==> src/rtl/card_pkg.sv <==
// Shared constants and FSM state type for the table-map write scheduler.
package card_pkg;

    localparam int CARD_W    = 6;
    localparam int IDX_W     = 8;
    localparam int NUM_SLOTS = 144;
    localparam int SLOT_W    = 6;
    localparam logic [CARD_W-1:0] EMPTY_CARD = 6'd54;

    typedef enum logic {
        ST_IDLE  = 1'b0,
        ST_CLEAR = 1'b1
    } sched_state_t;

endpackage

==> src/rtl/rr_arbiter2.sv <==
// Two-requester round-robin arbiter; req[0]/gnt[0] is local, req[1]/gnt[1] is remote.
module rr_arbiter2 (
    input  logic       clk,
    input  logic       rst,
    input  logic [1:0] req,
    input  logic       en,
    output logic [1:0] gnt
);

    // 1 = remote was granted last on a contended cycle, so local wins next.
    logic last_q;

    always_comb begin
        gnt = 2'b00;
        if (en) begin
            case (req)
                2'b01:   gnt = 2'b01;
                2'b10:   gnt = 2'b10;
                2'b11:   gnt = last_q ? 2'b01 : 2'b10;
                default: gnt = 2'b00;
            endcase
        end
    end

    always_ff @(posedge clk) begin
        if (rst) begin
            last_q <= 1'b1;
        end else if (en && (req == 2'b11)) begin
            last_q <= gnt[1];
        end
    end

endmodule

==> src/rtl/map_write_sched.sv <==
// Owns the table map and select bits; arbitrates local/remote writes and runs the sequenced clear.
// Handshake: a request completes when valid && ready; ready is combinational on valid and is 0 during clear/reset.
module map_write_sched
    import card_pkg::*;
#(
    parameter int                          NUM_SLOTS  = card_pkg::NUM_SLOTS,
    parameter int                          CARD_W     = card_pkg::CARD_W,
    parameter logic [card_pkg::CARD_W-1:0] EMPTY_CARD = card_pkg::EMPTY_CARD
) (
    input  logic                          clk,
    input  logic                          rst,
    input  logic                          interboard_rst,
    input  logic                          loc_valid,
    input  logic [IDX_W-1:0]              loc_idx,
    input  logic [CARD_W-1:0]             loc_card,
    input  logic                          loc_sel,
    output logic                          loc_ready,
    input  logic                          rem_valid,
    input  logic [IDX_W-1:0]              rem_idx,
    input  logic [CARD_W-1:0]             rem_card,
    input  logic                          rem_sel,
    output logic                          rem_ready,
    input  logic                          clr_start,
    output logic                          busy,
    output logic                          err_oor,
    output logic [NUM_SLOTS*CARD_W-1:0]   map,
    output logic [NUM_SLOTS-1:0]          sel_card,
    output sched_state_t                  dbg_state
);

    localparam int               OFF_W    = $clog2(NUM_SLOTS * SLOT_W);
    localparam logic [IDX_W-1:0] LAST_IDX = IDX_W'(NUM_SLOTS - 1);
    localparam logic [IDX_W-1:0] SLOTS_I  = IDX_W'(NUM_SLOTS);

    sched_state_t               state_q, state_d;
    logic [IDX_W-1:0]           cnt_q, cnt_d;
    logic                       err_q, err_d;
    logic [NUM_SLOTS*CARD_W-1:0] map_q;
    logic [NUM_SLOTS-1:0]       sel_q;

    logic                       rst_any;
    logic                       arb_en;
    logic [1:0]                 gnt;
    logic                       wr_en;
    logic [IDX_W-1:0]           wr_idx;
    logic [CARD_W-1:0]          wr_card;
    logic                       wr_sel;
    logic [OFF_W-1:0]           wr_off;

    assign rst_any = rst | interboard_rst;
    // Clear start and reset both take the port for the cycle, so nobody is granted.
    assign arb_en  = (state_q == ST_IDLE) && !clr_start && !rst_any;

    rr_arbiter2 u_arb (
        .clk (clk),
        .rst (rst_any),
        .req ({rem_valid, loc_valid}),
        .en  (arb_en),
        .gnt (gnt)
    );

    assign loc_ready = gnt[0];
    assign rem_ready = gnt[1];

    always_comb begin
        state_d = state_q;
        cnt_d   = cnt_q;
        err_d   = 1'b0;
        wr_en   = 1'b0;
        wr_idx  = '0;
        wr_card = '0;
        wr_sel  = 1'b0;
        case (state_q)
            ST_IDLE: begin
                if (clr_start) begin
                    state_d = ST_CLEAR;
                    cnt_d   = '0;
                end else if (gnt != 2'b00) begin
                    wr_idx  = gnt[0] ? loc_idx  : rem_idx;
                    wr_card = gnt[0] ? loc_card : rem_card;
                    wr_sel  = gnt[0] ? loc_sel  : rem_sel;
                    wr_en   = (wr_idx < SLOTS_I);
                    err_d   = (wr_idx >= SLOTS_I);
                end
            end
            ST_CLEAR: begin
                wr_en   = 1'b1;
                wr_idx  = cnt_q;
                wr_card = EMPTY_CARD;
                wr_sel  = 1'b0;
                if (cnt_q == LAST_IDX) begin
                    state_d = ST_IDLE;
                    cnt_d   = '0;
                end else begin
                    cnt_d = cnt_q + 1'b1;
                end
            end
            default: state_d = ST_IDLE;
        endcase
    end

    assign wr_off = OFF_W'(wr_idx) * OFF_W'(SLOT_W);

    always_ff @(posedge clk) begin
        if (rst_any) begin
            state_q <= ST_IDLE;
            cnt_q   <= '0;
            err_q   <= 1'b0;
            map_q   <= {NUM_SLOTS{EMPTY_CARD}};
            sel_q   <= '0;
        end else begin
            state_q <= state_d;
            cnt_q   <= cnt_d;
            err_q   <= err_d;
            if (wr_en) begin
                map_q[wr_off +: CARD_W] <= wr_card;
                sel_q[wr_idx]           <= wr_sel;
            end
        end
    end

    assign busy      = (state_q == ST_CLEAR);
    assign err_oor   = err_q;
    assign map       = map_q;
    assign sel_card  = sel_q;
    assign dbg_state = state_q;

endmodule

==> config.mk <==
export PLATFORM = sky130hd
export DESIGN_NAME = map_write_sched
export DESIGN_NICKNAME = d
export VERILOG_FILES = /design/src/rtl/card_pkg.sv /design/src/rtl/rr_arbiter2.sv /design/src/rtl/map_write_sched.sv
export SDC_FILE = /design/constraint.sdc
export NUM_CORES = 2
export LEC_CHECK = 0
export BUFFER_PORTS_ARGS = -buffer_cell sky130_fd_sc_hd__buf_2
export CAP_MARGIN = 20
export CORE_AREA = 3 3 406 408
export CTS_BUF_LIST = sky130_fd_sc_hd__clkbuf_16
export CTS_CLUSTER_SIZE = 12
export DETAILED_ROUTE_END_ITERATION = 7
export DIE_AREA = 0 0 409 411
export GPL_ROUTABILITY_DRIVEN = 1
export PLACE_DENSITY = 0.49
export SETUP_SLACK_MARGIN = 0.02
export SLEW_MARGIN = 20
export SYNTH_ARGS = -nofsm -noshare
export SYNTH_HDL_FRONTEND = slang
export SYNTH_SLANG_ARGS = --single-unit
==> constraint.sdc <==
create_clock -name clk -period 5.5 [get_ports clk]
set_input_delay 1.1 -clock clk [delete_from_list [all_inputs] [get_ports clk]]
set_output_delay 1.1 -clock clk [all_outputs]
set_load 0.01 [all_outputs]
### Word-level counts from Yosys, hierarchy flattened

Cells that the tools add are included.

* word-level logic and storage cells: 59
* flip-flop bits (word level): 1019
* output and inout bits: 1013
* bits of input ports: 36

* multiply operators: 1
* magnitude comparators: 4
* bitwise gates (word level): 3
* equality and inequality tests: 5
* reduce and logical (&&, ||, !) cells: 8
* mux-type cells: 28
* shift operators: 2
* $add $sub $neg: 2

Operator list (count)
* bitwise mux 864 bit: 1
* variable shift 6 x 12 -> 864 bit (first input constant): 1
* indexed part select 6 x 12 -> 864 bit: 1
* bitwise mux 144 bit: 1
* two-way mux 8 bit: 5
* one-hot mux 8 bit (2 select lines): 2
* two-way mux 6 bit: 3
* negator 10 -> 12 bit: 1
* one-hot mux 6 bit (2 select lines): 1
* less-than comparator 8 x 9 -> 1 bit (second input constant): 1
* multiplier 8 x 2 -> 9 bit (second input constant): 1
* adder 8 x 1 -> 8 bit (second input constant): 1
* demux 1 bit (select 8 bit): 1
* == test 8 bit (second input constant): 1
* >= comparator 8 x 1 -> 1 bit (second input constant): 1
* >= comparator 8 bit (second input constant): 1
* less-than comparator 8 bit (second input constant): 1
* two-way mux 1 bit: 8
* one-hot mux 1 bit (2 select lines): 3
* one-hot mux 2 bit (3 select lines): 1
* == test 2 bit (second input constant): 2
* logical AND 1 bit: 4
* two-way mux 2 bit: 2
* OR reduction 4 bit: 1
* other kinds (6): 8

### Depth between registers and ports, before layout

* word-level depth: 13
* mapped depth: 22
* mapped depth without buffers: 15

### Hierarchy

Synthesis repeated with hierarchy kept, for this count alone.

* cells, all modules: 4914
* area, all modules: 41946.5 µm²

By module, submodules not included
* map_write_sched: instances 1, sequential area each 20379.5 µm², area each 41882.7 µm², cells an instance 4905
* rr_arbiter2: instances 1, sequential area each 20.0 µm², area each 63.8 µm², cells an instance 9

### Worst setup path after synthesis

Ideal clock, no wire load.

* path kind: input-to-reg
* start point: in clr_start
* end point: reg map_q[745] (netlist: map[745])
* cell stages on the path: 18
* data required time: 5.380 ns
* path buffers: 3
* slack: -0.219 ns
* arrival: 5.598 ns
* cell sequence: nor4_4 -> clkbuf_1 -> and2_1 -> clkbuf_1 -> nand2_1 -> nand2_1 -> ha_1 -> fa_1 -> a211oi_1 -> and2_1 -> o221ai_4 -> a211oi_4 -> xnor2_4 -> buf_4 -> nand3_2 -> or4_1 -> nor3_1 -> a21oi_1

* word-level cells in the longest chain between the ends: 12
* elaborated cells on any way between the ends: 22
* classes of those cells: add/sub (1); mul (1); order compare (1); shift (2); mux (13); reduce/logical (4)

RTL lines
* start: declaration: RTL line map_write_sched.sv:23 `input logic clr_start,`
* zero test 1 bit (*): RTL line map_write_sched.sv:52 `assign arb_en = (state_q == ST_IDLE) && !clr_start && !rst_any;`
* logical AND 1 bit (*) (2 in series): RTL line map_write_sched.sv:52
* two-way mux 2 bit (*): RTL line rr_arbiter2.sv:15 `if (en) begin`
* net rem_ready: RTL line map_write_sched.sv:22 `output logic rem_ready,`
* nonzero test 2 bit (*): RTL line map_write_sched.sv:78 `end else if (gnt != 2'b00) begin`
* two-way mux 8 bit: RTL line map_write_sched.sv:78
* two-way mux 8 bit: RTL line map_write_sched.sv:75 `if (clr_start) begin`
* one-hot mux 8 bit (2 select lines): RTL line map_write_sched.sv:73 `case (state_q)`
* multiplier 8 x 2 -> 9 bit: RTL line map_write_sched.sv:102 `assign wr_off = OFF_W'(wr_idx) * OFF_W'(SLOT_W);`
* negator 10 -> 12 bit: RTL line map_write_sched.sv:116 `map_q[wr_off +: CARD_W] <= wr_card;`
* indexed part select 6 x 12 -> 864 bit or variable shift 6 x 12 -> 864 bit (tied branches): RTL line map_write_sched.sv:116
* bitwise mux 864 bit: RTL line map_write_sched.sv:116
* end signal: assignment: RTL line map_write_sched.sv:109 `map_q <= {NUM_SLOTS{EMPTY_CARD}};`
* end signal: indexed assignment: RTL line map_write_sched.sv:116
* end: declaration: RTL line map_write_sched.sv:38 `logic [NUM_SLOTS*CARD_W-1:0] map_q;`

The timed path passes the listed nets; every way through them passes the cells marked *.
A chain may end at the register's enable or synchronous reset.

### Worst setup path after layout

* start point: in clr_start
* end point: reg map_q[734] (netlist: map[734])

* word-level cells in the longest chain between the ends: 12
* elaborated cells on any way between the ends: 22
* classes of those cells: add/sub (1); mul (1); order compare (1); shift (2); mux (13); reduce/logical (4)

RTL lines (RTL line)
* zero test 1 bit: map_write_sched.sv:52
* logical AND 1 bit (2 in series): map_write_sched.sv:52
* two-way mux 2 bit: rr_arbiter2.sv:15
* two-way mux 8 bit or nonzero test 2 bit (tied branches): map_write_sched.sv:79, map_write_sched.sv:78
* two-way mux 8 bit: map_write_sched.sv:78
* two-way mux 8 bit: map_write_sched.sv:75
* one-hot mux 8 bit (2 select lines): map_write_sched.sv:73
* multiplier 8 x 2 -> 9 bit: map_write_sched.sv:102
* negator 10 -> 12 bit: map_write_sched.sv:116
* indexed part select 6 x 12 -> 864 bit or variable shift 6 x 12 -> 864 bit (tied branches): map_write_sched.sv:116
* bitwise mux 864 bit: map_write_sched.sv:116

Several ways; a longest one is shown, not always the timed one.

==> impl_metrics.env <==
export IMPL_outcome="finished clean"
export IMPL_ctsHoldBuffers=0
export IMPL_period_minus_slack_ns=5.24
export IMPL_cts_tree="yes"
export IMPL_fmax_ghz=0.191
export IMPL_regArea_mm2=0.0204
export IMPL_worst_r2r_cell_count=20
export IMPL_syn_nets=4912
export IMPL_wl_per_cell_um=30.3
export IMPL_port_buffers=1048
export IMPL_fillers=16974
export IMPL_holdWs_ns=0.451
export IMPL_hp_class="flip-flop to flip-flop"
export IMPL_dp_slack_ns=-0.467
export IMPL_clock_skew_ns=0.0808
export IMPL_synth_area_mm2=0.0425
export IMPL_clkTransAtPathRegs_ns=0.06
export IMPL_cts_resized_gates=0
export IMPL_grt_max_degree=152
export IMPL_fp_dieArea_mm2=0.168
export IMPL_fin_util_pct=36.3
export IMPL_synth_warnings=0
export IMPL_leakage_nw=22.9
export IMPL_stdcell_count=8477
export IMPL_cts_sinks=1019
export IMPL_antenna_found_initial=17
export IMPL_ir_drop_mv=0.303
export IMPL_vias=44841
export IMPL_synthDistinctLibCells=94
export IMPL_end_kind="flip-flop"
export IMPL_synth_seq_cells=1019
export IMPL_relSlewSlack_pct=34.1
export IMPL_finalCritPeriodShare_pct=95.2
export IMPL_core_area_mm2=0.162
export IMPL_dpl_hpwl_um=197000
export IMPL_synth_simple_gate_area_share_pct=20.5
export IMPL_drc=0
export IMPL_finalHoldViolations=0
export IMPL_setup_violations_final=0
export IMPL_synth_compound_area_share_pct=17.8
export IMPL_grt_use_total_pct=29.1
export IMPL_synth_fa_ha_area_share_pct=0.665
export IMPL_grt_pass1_wl_um=348000
export IMPL_first_pass_iters=6
export IMPL_final_cell_mix="buf_2, dfxtp_1, nand2_1"
export IMPL_syn_to_final_growth_pct=38.2
export IMPL_gp_congestion=0.939
export IMPL_avgViaCountPerCell=5.29
export IMPL_rsz0062_at_grt="no"
export IMPL_synthMuxAreaShare_pct=8.21
export IMPL_synth_main_ff_cell="dfxtp_1"
export IMPL_drive_gt1_share_pct=32.1
export IMPL_final_net_count=6258
export IMPL_clockBufferDepth=3
export IMPL_max_cap_violations=0
export IMPL_die_w_um=409
export IMPL_routed_wl_um=257000
export IMPL_critPathLaunchType="input port"
export IMPL_die_height_um=411
export IMPL_crit_arrival_ns=5.85
export IMPL_root_buffer="clkbuf_16"
export IMPL_ant_nets=0
export IMPL_synth_xor_area_share_pct=0.303
export IMPL_synth_edf_count=0
export IMPL_final_common_cell="buf_2"
export IMPL_min_delay_path_depth=2
export IMPL_setup_ws_ns=0.265
export IMPL_finalMaxSlewViolations=0
export IMPL_synthArstFlopShare_pct=0
export IMPL_io_pins=1049
export IMPL_worst_setup_path_type="input port to flip-flop"
export IMPL_drtIter0Drc=4356
export IMPL_tightest_slew_ns=0.988
export IMPL_ctsHtreeMaxLevel=3
export IMPL_power_density_mw_per_mm2=298
export IMPL_start_util_pct=26.3
export IMPL_critical_path_peak_fanout=5
export IMPL_clk_latency_ns=0.79
export IMPL_grt_pass1_vias=42447
export IMPL_postCtsSetupBuffers=0
export IMPL_dp_cells=8258
export IMPL_syn_inst=4854
export IMPL_crit_required_ns=6.12
export IMPL_cts_buffers=115
export IMPL_num_rows=148
export IMPL_ys_seq_area_share_pct=47.9
export IMPL_syn_area_per_cell_um2=8.77
export IMPL_synth_top_family_by_area="simple AND/OR/NAND/NOR gates"
export IMPL_multi_input_area_mm2=0.0205
export IMPL_grt_overflow=0
## power by group
part | switching [mW] | total (mW) | internal [mW]
clock network | 3.49 | 7.85 | 4.36
logic | 1.60 | 2.27 | 0.671
registers | 0.00358 | 7.39 | 7.38
## cell families after synthesis
| kind of cell | count (synthesis) |
|---|---|
| AO/OA/AOI/OAI | 1130 |
| XOR/XNOR | 10 |
| adder cells (fa/ha/maj) | 22 |
| buffers and inverters | 480 |
| flip-flops | 1019 |
| multiplexers | 349 |
| AND/OR/NAND/NOR | 1844 |
## cell usage after synthesis, drive strengths merged, types with 4 or more instances
| library cell | n | area share (%) |
|---|---|---|
| o31ai | 21 | 0.38 |
| o32ai | 8 | 0.20 |
| a32o | 7 | 0.16 |
| ha | 21 | 0.62 |
| nand2b | 10 | 0.15 |
| xnor2 | 6 | 0.19 |
| o21ai | 268 | 3.2 |
| a311oi | 153 | 3.1 |
| nand3 | 304 | 3.6 |
| inv | 19 | 0.17 |
| a22oi | 12 | 0.22 |
| nor3 | 314 | 4.5 |
| xor2 | 4 | 0.12 |
| nor2 | 455 | 4.1 |
| o41ai | 9 | 0.20 |
| a211o | 11 | 0.23 |
| nand2 | 590 | 5.2 |
| o211a | 4 | 0.094 |
| a22o | 4 | 0.082 |
| a211oi | 21 | 0.45 |
| mux2i | 348 | 8.2 |
| nand4 | 25 | 0.38 |
| a2111oi | 4 | 0.097 |
| or3 | 37 | 0.56 |
| buf | 133 | 1.5 |
| a31oi | 22 | 0.34 |
| or4 | 12 | 0.21 |
| or2 | 8 | 0.12 |
| clkbuf | 328 | 2.9 |
| o211ai | 99 | 1.8 |
| o311ai | 99 | 2.0 |
| nor4 | 33 | 0.92 |
| o22ai | 7 | 0.10 |
| and3 | 24 | 0.35 |
| a21o | 7 | 0.12 |
| a32oi | 10 | 0.25 |
| o21a | 11 | 0.19 |
| a21oi | 330 | 3.9 |
| dfxtp | 1019 | 48 |
| and2 | 24 | 0.35 |
## critical path: stages
cell and delay, ns:
buf_2 0.14, or4_1 0.60, o21ai_1 0.23, ha_2 0.23, fa_1 0.46, a211oi_2 0.26
buf_4 0.15, nor2_1 0.05, a21oi_2 0.30, nand3_1 0.24, nor2_1 0.38, buf_4 0.23
nand2_2 0.23, buf_4 0.24, nor3_1 0.54, buf_4 0.24, mux2i_1 0.17, nand2_1 0.06
## cell type report
class | count | share of cell area [%]
multi-input combinational | 3355 | 34.8
sequential | 1019 | 34.7
timing repair buffer | 1690 | 19.3
clock buffer | 116 | 4.94
tap | 2175 | 4.63
clock inverter | 101 | 1.50
inverter | 19 | 0.121
antenna | 2 | 0.00851
## per-stage QoR
stage | power, mW | setup TNS, ns | area (µm²)
finish | 17.5 | 0 | 58800
global route | 18.0 | 0 | 58800
CTS | 17.6 | 0 | 58800
detailed placement | 9.77 | -8.35 | 55000
global placement | 9.77 | -6.96 | 55000
floorplan | 8.43 | 0 | 42600
## registers in the layout, indices dropped and copies added, names as in the netlist
register      flops
busy              1
cnt_q             8
err_oor           1
map             864
sel_card        144
u_arb.last_q      1
## layer usage
metal	wire, µm	up-vias	track usage (%)
li1	-	20262	-
met1	100000	21962	34.5
met2	119000	2139	47.7
met3	21900	474	7.75
met4	16300	4	15.9
met5	23	-	0
## path summary, 6_finish.rpt
kind                                             from                    end  slack [ns]
worst max register to register        busy$_SDFF_PP0_  map[734]$_SDFFE_PP1P_        0.34
worst min register to register  map[534]$_SDFFE_PP0P_  map[534]$_SDFFE_PP0P_        0.45
worst min-delay path            map[534]$_SDFFE_PP0P_  map[534]$_SDFFE_PP0P_        0.45
worst max-delay path                        clr_start  map[734]$_SDFFE_PP1P_        0.26
(Power assumes the default switching activity.)
